**src/rtl/router_pkg.sv**
```systemverilog
// router_pkg: shared sizing and header-length field position for the router FIFO.
package router_pkg;
  localparam int DEPTH = 16;
  localparam int DWIDTH = 8;
  localparam int LEN_LO = 2;
endpackage

```
**src/rtl/router_fifo_ptr.sv**
```systemverilog
// router_fifo_ptr: wrap-bit pointer register, cleared synchronously and advanced by inc.
module router_fifo_ptr #(
  parameter int AW = 4
) (
  input  logic        clk,
  input  logic        rst,
  input  logic        inc,
  output logic [AW:0] ptr
);
  always_ff @(posedge clk)
    ptr <= rst ? '0 : ptr + (AW+1)'(inc);
endmodule

```
**src/rtl/router_fifo.sv**
```systemverilog
// router_fifo: per-port packet FIFO storing a header flag per byte and tracking unread packet bytes.
module router_fifo
  import router_pkg::*;
#(
  parameter int DEPTH = router_pkg::DEPTH,
  parameter int DWIDTH = router_pkg::DWIDTH
) (
  input  logic              clk,
  input  logic              rst,
  input  logic              soft_reset,
  input  logic              write_enb,
  input  logic              read_enb,
  input  logic              lfd_state,
  input  logic [DWIDTH-1:0] data_in,
  output logic [DWIDTH-1:0] data_out,
  output logic              full,
  output logic              empty,
  output logic              pkt_busy
);
  localparam int AW = $clog2(DEPTH);
  localparam int CW = DWIDTH - LEN_LO + 1;
  logic [DWIDTH:0] mem [DEPTH];
  logic [AW:0] wr_ptr, rd_ptr;
  logic [CW-1:0] pkt_cnt;
  logic [DWIDTH:0] rd_ent;
  logic clr, do_wr, do_rd;
  assign clr = rst | soft_reset;
  assign empty = wr_ptr == rd_ptr;
  assign full = (wr_ptr[AW] != rd_ptr[AW]) && (wr_ptr[AW-1:0] == rd_ptr[AW-1:0]);
  assign do_wr = write_enb & ~full & ~clr;
  assign do_rd = read_enb & ~empty & ~clr;
  assign rd_ent = mem[rd_ptr[AW-1:0]];
  assign pkt_busy = pkt_cnt != '0;
  router_fifo_ptr #(.AW(AW)) u_wr_ptr (.clk(clk), .rst(clr), .inc(do_wr), .ptr(wr_ptr));
  router_fifo_ptr #(.AW(AW)) u_rd_ptr (.clk(clk), .rst(clr), .inc(do_rd), .ptr(rd_ptr));
  always_ff @(posedge clk)
    if (do_wr) mem[wr_ptr[AW-1:0]] <= {lfd_state, data_in};
  // a header reload counts payload bytes plus the trailing parity byte
  always_ff @(posedge clk) begin
    if (clr) begin
      data_out <= '0;
      pkt_cnt <= '0;
    end else if (do_rd) begin
      data_out <= rd_ent[DWIDTH-1:0];
      pkt_cnt <= rd_ent[DWIDTH] ? CW'(rd_ent[DWIDTH-1:LEN_LO]) + CW'(1) : pkt_cnt - CW'(pkt_busy);
    end
  end
endmodule

```
**config.mk**
```make
export PLATFORM = sky130hd
export DESIGN_NAME = router_fifo
export DESIGN_NICKNAME = d
export VERILOG_FILES = /design/src/rtl/router_pkg.sv /design/src/rtl/router_fifo_ptr.sv /design/src/rtl/router_fifo.sv
export SDC_FILE = /design/constraint.sdc
export NUM_CORES = 1
export LEC_CHECK = 0
export CORE_ASPECT_RATIO = 1.4
export CORE_MARGIN = 5
export CORE_UTILIZATION = 60
export DETAILED_ROUTE_END_ITERATION = 12
export PLACE_DENSITY = 0.75
export SLEW_MARGIN = 5
export SYNTH_ARGS = -nofsm -noshare
export SYNTH_HDL_FRONTEND = slang
export SYNTH_HIERARCHICAL = 1
export SYNTH_SLANG_ARGS = --single-unit
```
**constraint.sdc**
```tcl
create_clock -name clk -period 8.6 [get_ports clk]
set_clock_uncertainty 0.2 [all_clocks]
set_input_delay 1.29 -clock clk [delete_from_list [all_inputs] [get_ports clk]]
set_output_delay 1.29 -clock clk [all_outputs]
set_load 0.01 [all_outputs]
```
==> impl.org <==
** Run status
- Result of the run :: finished, final reports clean

** Setup path
- End of the worst register-to-register path :: mem[4][6]
- Critical Path RT :: 7.11 ns
- The worst register-to-register path has a depth of 7.
- Reg2Reg Launch Point :: u_rd_ptr/ptr[0]
- STA classifies the critical path endpoint as a primary output.
- Classification of the worst setup path :: register to primary output
- For flop-to-flop paths, the worst setup slack is 5.15 ns.
- STA puts the critical path data arrival time at 2.57 ns.
- Startpoint type of the worst setup path :: register
- Highest net fanout along the worst path :: 38

** Logic synthesis
- The netlist uses 47 different library cells.
- Sequential fraction of the synthesis area :: 70.26%
- sky130_fd_sc_hd__edfxtp_1 takes more of the synthesized area than any other cell.
- Synthesis produced a netlist with a net count of 417.
- Of the post-synthesis cell area, the dominant cell type holds 62.97%.
- The Yosys step of the flow raised 6 warnings.
- Of all flip-flops after synthesis, the portion carrying an async set or reset was 0%.
- The synthesized netlist occupies a cell area of 0.006867 mm2.
- Synth Flop Type :: sky130_fd_sc_hd__edfxtp_1
- Top cells by area, synth :: sky130_fd_sc_hd__edfxtp_1, sky130_fd_sc_hd__mux4_2, sky130_fd_sc_hd__dfxtp_1
- Mean Syn Cell Area :: 17.34 um2
- Counting flops with a built-in enable in the synthesized netlist gives 144.
- After synthesis the netlist holds a flip-flop and latch count of 169.
- Synthesis handed over a netlist of 396 instances.

** Global routing
- Entering global routing, the biggest net connects 40 pins.
- The first global-routing pass estimated 21.02 mm of wire.
- Congestion Overflow GR :: 0
- Antenna violations before repair :: 0
- The via count of the first global-routing pass was 3796.
- Overall fraction of global-route tracks in use :: 21.38%

** Clock network
- CTS tree :: built
- Clock-pin slew reported for the worst setup and hold paths after clock tree synthesis :: 0.06 ns
- The H-tree was split into 4 levels.
- Post-CTS Hold Fix Bufs :: 0
- Clock Latency Late Sink :: 0.42 ns
- The clock passes through at most 2 buffers.
- Clock sink total :: 169
- TritonCTS created 17 clock buffers.
- Once the clock tree was built, the resizer swapped 0 gates to a different size.
- The tree is rooted in a sky130_fd_sc_hd__clkbuf_16.
- Buffers added to address setup during post-CTS repair amount to 0.

** Finish
- Most frequent cells in the layout :: sky130_fd_sc_hd__edfxtp_1, sky130_fd_sc_hd__mux4_2, sky130_fd_sc_hd__nor2_1, sky130_fd_sc_hd__nand2_1
- Leaving out fill and tap cells, the most frequent cell in the layout is sky130_fd_sc_hd__edfxtp_1.
- The count of cells in the finished layout, fillers not included, comes to 584.
- Once layout is done, the placed cells without fillers occupy 0.007869 mm2.
- In the final design database the tool counted 448 nets.
- ANT cells :: 0
- Layout cell share with drive strength beyond 1 :: 20.23%
- Compared with the post-synthesis result, the final layout area differs by 14.60%.
- At the end of the flow the core is filled with cells to 69.75%.

** Placement
- Once detailed placement completed, the half-perimeter wirelength came to 8.445 mm.
- GPL Wtd Cong :: 0.8355
- Cell area after placement :: 0.007218 mm2
- Placed cells :: 552
- Buffers placed on the I/O ports in this run total 24.
- Worst setup timing slack at the placement stage :: 4.328 ns

** Routing
- For this block, the initial DRC count from the detailed router was 310.
- Post-detailed-route DRC marker count :: 0
- Length of the first detailed-routing pass in iterations :: 4
- The final layout contains routed wiring with a total length of 13.29 mm.
- Once detail routing completed, the nets flagged for antenna violations numbered 0.
- In the final routed layout, each cell accounts on average for 22.75 um.
- Detailed routing inserted a total of 3571 vias.
- Dividing the detail-routed via count by the number of cells gives 6.115.

** Power and ir drop
- Of the total power, the share spent switching nets is 19.58%.
- Worst vdd ir :: 148.0 uV
- Power per cell area :: 220.3 mW/mm2
- Static power due to leakage :: 2.488 nW
- Combinational power share :: 1.8%
- Internal power comes to 1.394 mW.
- In this run the power spent charging and discharging nets is 339.4 uW.
- PnR Total Power :: 1.734 mW
- Sequential cells account for 51.4% of the total power.
- Clk pwr share :: 46.8%

** Timing
- Max Freq :: 246.5 MHz
- Post-route worst setup slack :: 4.542 ns
- Worst hold margin :: 0.2586 ns
- Setup violations remaining at the end of the flow were counted as 0.
- Setup repair after global routing left no endpoint under its margin.
- At the pin with the least slew margin, the transition time is 1.045 ns.
- Max-slew headroom at the worst pin :: 30.08%
- Crit path time final :: 4.058 ns
- The final number of max-transition violations is 0.
- The final hold violation count is 0.
- Dividing the final minimum period by the clock period gives 47.18%.
- For the final routed database, the setup TNS stands at 0 ns.

** Floorplan
- I/O pins :: 25
- Count of standard-cell rows :: 46
- In this run the horizontal extent of the chip is 100.4 um.
- Vertical die dimension :: 136.6 um
- DIE AREA :: 0.01371 mm2
- Starting density of the core :: 60.87%
- CORE AREA :: 0.01128 mm2

** Min path
- Worst hold-check path type :: register to register
- In this run the most critical hold path is launched from data_out[7].
- Counting instances, the worst hold path has a depth of 2.
- For hold timing, the worst endpoint is data_out[7].

** Run
- Across the run, the number of max-cap violations was 0.
## critical path: stages, from the launching register on
cell and delay [ns]:
sky130_fd_sc_hd__dfxtp_2 0.31, sky130_fd_sc_hd__buf_4 0.58, sky130_fd_sc_hd__xor2_1 0.16, sky130_fd_sc_hd__nor4_2 0.39, sky130_fd_sc_hd__nand2b_1 0.12, sky130_fd_sc_hd__inv_1 0.06
sky130_fd_sc_hd__clkdlybuf4s50_1 0.52
## worst max path at each step
stage | from | end | slack (ns)
after floorplan | soft_reset | mem[0][0] | 5.17
after global placement | soft_reset | mem[0][4] | 4.47
after detailed placement | soft_reset | mem[0][5] | 4.33
after CTS | u_rd_ptr/ptr[0] | full | 4.44
after global routing | u_rd_ptr/ptr[0] | full | 4.23
final | u_rd_ptr/ptr[0] | full | 4.54
## power by group through the flow
stage	sequential, mW	combinational, mW	clock (mW)
floorplan	0.908	0.0123	0
global placement	0.908	0.0298	0
detailed placement	0.908	0.0309	0
CTS	0.890	0.0314	0.827
global route	0.890	0.0342	0.861
finish	0.890	0.0313	0.812
## registers in the layout (all words and copies together), names as in the netlist
signal / flops
data_out: 8
mem: 144
pkt_cnt: 7
u_rd_ptr/ptr: 5
u_wr_ptr/ptr: 5
## area by class of cell
class | instances | area (um2)
multi-input cells | 204 | 1922
fillers | 733 | 3412
clock inverters | 15 | 215.2
well taps | 144 | 180.2
repair buffers | 29 | 277.8
flip-flops and latches | 169 | 4826
inverters | 6 | 22.52
clock buffers | 17 | 425.4
## cells in the mapped netlist (2+ instances only)
library cell	count
sky130_fd_sc_hd__nor3_1	7
sky130_fd_sc_hd__nand2_1	28
sky130_fd_sc_hd__buf_2	6
sky130_fd_sc_hd__nor2_1	29
sky130_fd_sc_hd__a31oi_1	2
sky130_fd_sc_hd__nand3_1	17
sky130_fd_sc_hd__nand3b_1	2
sky130_fd_sc_hd__nand2b_1	3
sky130_fd_sc_hd__dfxtp_1	25
sky130_fd_sc_hd__mux2_4	4
sky130_fd_sc_hd__and2_1	2
sky130_fd_sc_hd__edfxtp_1	144
sky130_fd_sc_hd__a21oi_1	10
sky130_fd_sc_hd__xnor2_1	3
sky130_fd_sc_hd__o22ai_1	2
sky130_fd_sc_hd__nor4_1	4
sky130_fd_sc_hd__o21ai_0	3
sky130_fd_sc_hd__ha_1	7
sky130_fd_sc_hd__clkinv_1	2
sky130_fd_sc_hd__clkbuf_1	3
sky130_fd_sc_hd__clkbuf_2	2
sky130_fd_sc_hd__inv_1	4
sky130_fd_sc_hd__xor2_1	7
sky130_fd_sc_hd__mux4_2	41
sky130_fd_sc_hd__nor2b_1	10
sky130_fd_sc_hd__a22oi_1	5
sky130_fd_sc_hd__buf_6	4
## cells by family (layout without fill, tap and decap cells)
family | Yosys count | in the layout | share of synthesized area, %
buffers and inverters | 23 | 67 | 1.895
AOI/OAI and AO/OA | 31 | 31 | 2.988
muxes | 46 | 46 | 14.47
DFF | 169 | 169 | 70.26
and+or+nand+nor | 110 | 110 | 7.835
xor gates and xnor gates | 10 | 10 | 1.276
adders and majority gates | 7 | 7 | 1.275
## per-layer routing
layer / track usage, % / up-vias / wire length [um]
met5: 0 / - / 0
met4: 9.588 / 0 / 277
met3: 4.284 / 23 / 566
met2: 37.21 / 83 / 7393
met1: 25.70 / 1835 / 5047
li1: - / 1630 / -
No activity file was read; power rests on OpenSTA's default activity.
==> RTL change, RTL diff (same settings) <==
Change the package constant `DWIDTH` from 8 to 6.
--- a/src/rtl/router_pkg.sv
+++ b/src/rtl/router_pkg.sv
@@ -1,7 +1,7 @@
 // router_pkg: shared sizing and header-length field position for the router FIFO.
 package router_pkg;
   localparam int DEPTH = 16;
-  localparam int DWIDTH = 8;
+  localparam int DWIDTH = 6;
   localparam int LEN_LO = 2;
 endpackage
 
Interface: changed (resized data_in and data_out); port bits go from 25 to 21. The function was not compared with the original's and may differ.
==> RTL change against the unedited design <==
- routed wire length shrank 20%
- setup slack gained 0.022 ns
- largest power group is now clock
- total power is 17% lower
- sequential cell count is 36 lower
- register-to-register slack got worse by 0.14 ns
- synthesized area shrank 21%
- hold slack gained 0.0023 ns
- design area shrank 20%
==> RTL change: results <==
set metrics [dict create \
    critPathMaxFanout 23 \
    min_from "data_out[2]" \
    cts_max_path_buffers 2 \
    slew-limit-headroom_pct 24.9 \
    first_pass_iters 5 \
    synth.yosys.seq_area_share_pct 69.4 \
    whs_endpoint "data_out[2]" \
    endpoint "full" \
    dp_hpwl_mm 6.96 \
    hp-class "reg2reg" \
    cts.htree.levels 4 \
    wl_per_cell_microns 22.5 \
    placed_cells 441 \
    cts_resized 0 \
    clkLatencyLatePin_ns 0.40 \
    largest_reg_flops 112 \
    yosysWarnings 6 \
    r2r-end "mem[0][4]" \
    nets 372 \
    clk_pin_slew_ns 0.06 \
    cts_root_buffer "clkbuf_16" \
    drtIter0Drc 276 \
    portBuffers 20 \
    ff2ff_setup_slack_ns 5.01 \
    grt_pass1_vias 3090 \
    synthCells 326 \
    synthArstFlopShare_pct 0 \
    n_antenna_cell 0 \
    status "finished, final reports clean" \
    crit_arrival_ns 2.55 \
    antenna_found_initial 0 \
    ys_top_cells_by_area "edfxtp_1, mux4_2, dfxtp_1" \
    fillCellCount 563 \
    ys_types 41 \
    place_congestion 0.814 \
    worst_hold_slack_ns 0.261 \
    min_path_cells 2 \
    fin_crit_ns 4.04 \
    drt-vias-per-instance 6.23 \
    drive_gt1_share_pct 17.5 \
    grt_use_total_pct 20.8 \
    post-place-ws_ns 4.56 \
    r2r_cells 6 \
    vias 2945 \
    synth_commonest_cells "edfxtp_1, nor2_1, mux4_2" \
    synth_edf_count 112 \
    p_leak_nw 2.04 \
    grt_max_degree 32 \
    syn_nets 345 \
    max-vdd-ir-drop_uv 191 \
    critical_path.startpoint "u_rd_ptr/ptr[1]" \
    grt_pass1_wl_mm 16.6 \
]
[RTL change: cell count changes after synthesis, sizes merged, moves of 4 or more]
cell and change:
nand2 -10, mux2i +7, nand3 -5, nor4 -5, mux4 -12, a21oi -5
edfxtp -32, dfxtp -4, xor2 -4
[RTL change: cell families (layout without fill, tap and decap cells)]
logic type | after synthesis | count (layout) | synth area share (%)
AO/OA/AOI/OAI | 25 | 25 | 3.05
XOR/XNOR | 9 | 9 | 1.45
adder cells (fa/ha/maj) | 7 | 7 | 1.61
buffers and inverters | 20 | 60 | 1.86
flip-flops | 133 | 133 | 69.4
multiplexers | 41 | 41 | 14.5
AND/OR/NAND/NOR | 91 | 91 | 8.12
[RTL change: layout make-up]
class / count / area share [%]
Multi-Input combinational cell: 173 / 24.8
Timing Repair Buffer: 22 / 3.41
Tap cell: 107 / 2.12
Clock inverter: 14 / 2.61
Sequential cell: 133 / 59.9
Inverter: 6 / 0.356
Clock buffer: 18 / 6.79
[RTL change: critical path, cell delays in order (launching register included)]
cell,delay [ns]
dfxtp_1,1.01
xnor2_1,0.19
nand4_1,0.16
nand2b_1,0.19
inv_1,0.06
clkdlybuf4s50_1,0.52
[RTL change: per-stage QoR]
step,power (W),cell area [sq um]
CTS,0.00145,6320
global route,0.00149,6320
floorplan,0.000723,5450
finish,0.00145,6320
global placement,0.000738,5730
detailed placement,0.000739,5730
[RTL change: power by group]
part           internal (W)  switching (W)
logic            0.00000944      0.0000157
clock network      0.000476       0.000243
registers          0.000700    0.000000752
total               0.00119       0.000260
[RTL change: layer usage]
metal,track usage [%],wire length [microns],vias to the layer above,part of all wire [%]
li1,-,-,1323,-
met4,12.8,464,0,4.4
met2,35.0,5650,108,53
met1,23.3,4040,1484,38
met5,0,0,-,0
met3,6.07,503,30,4.7
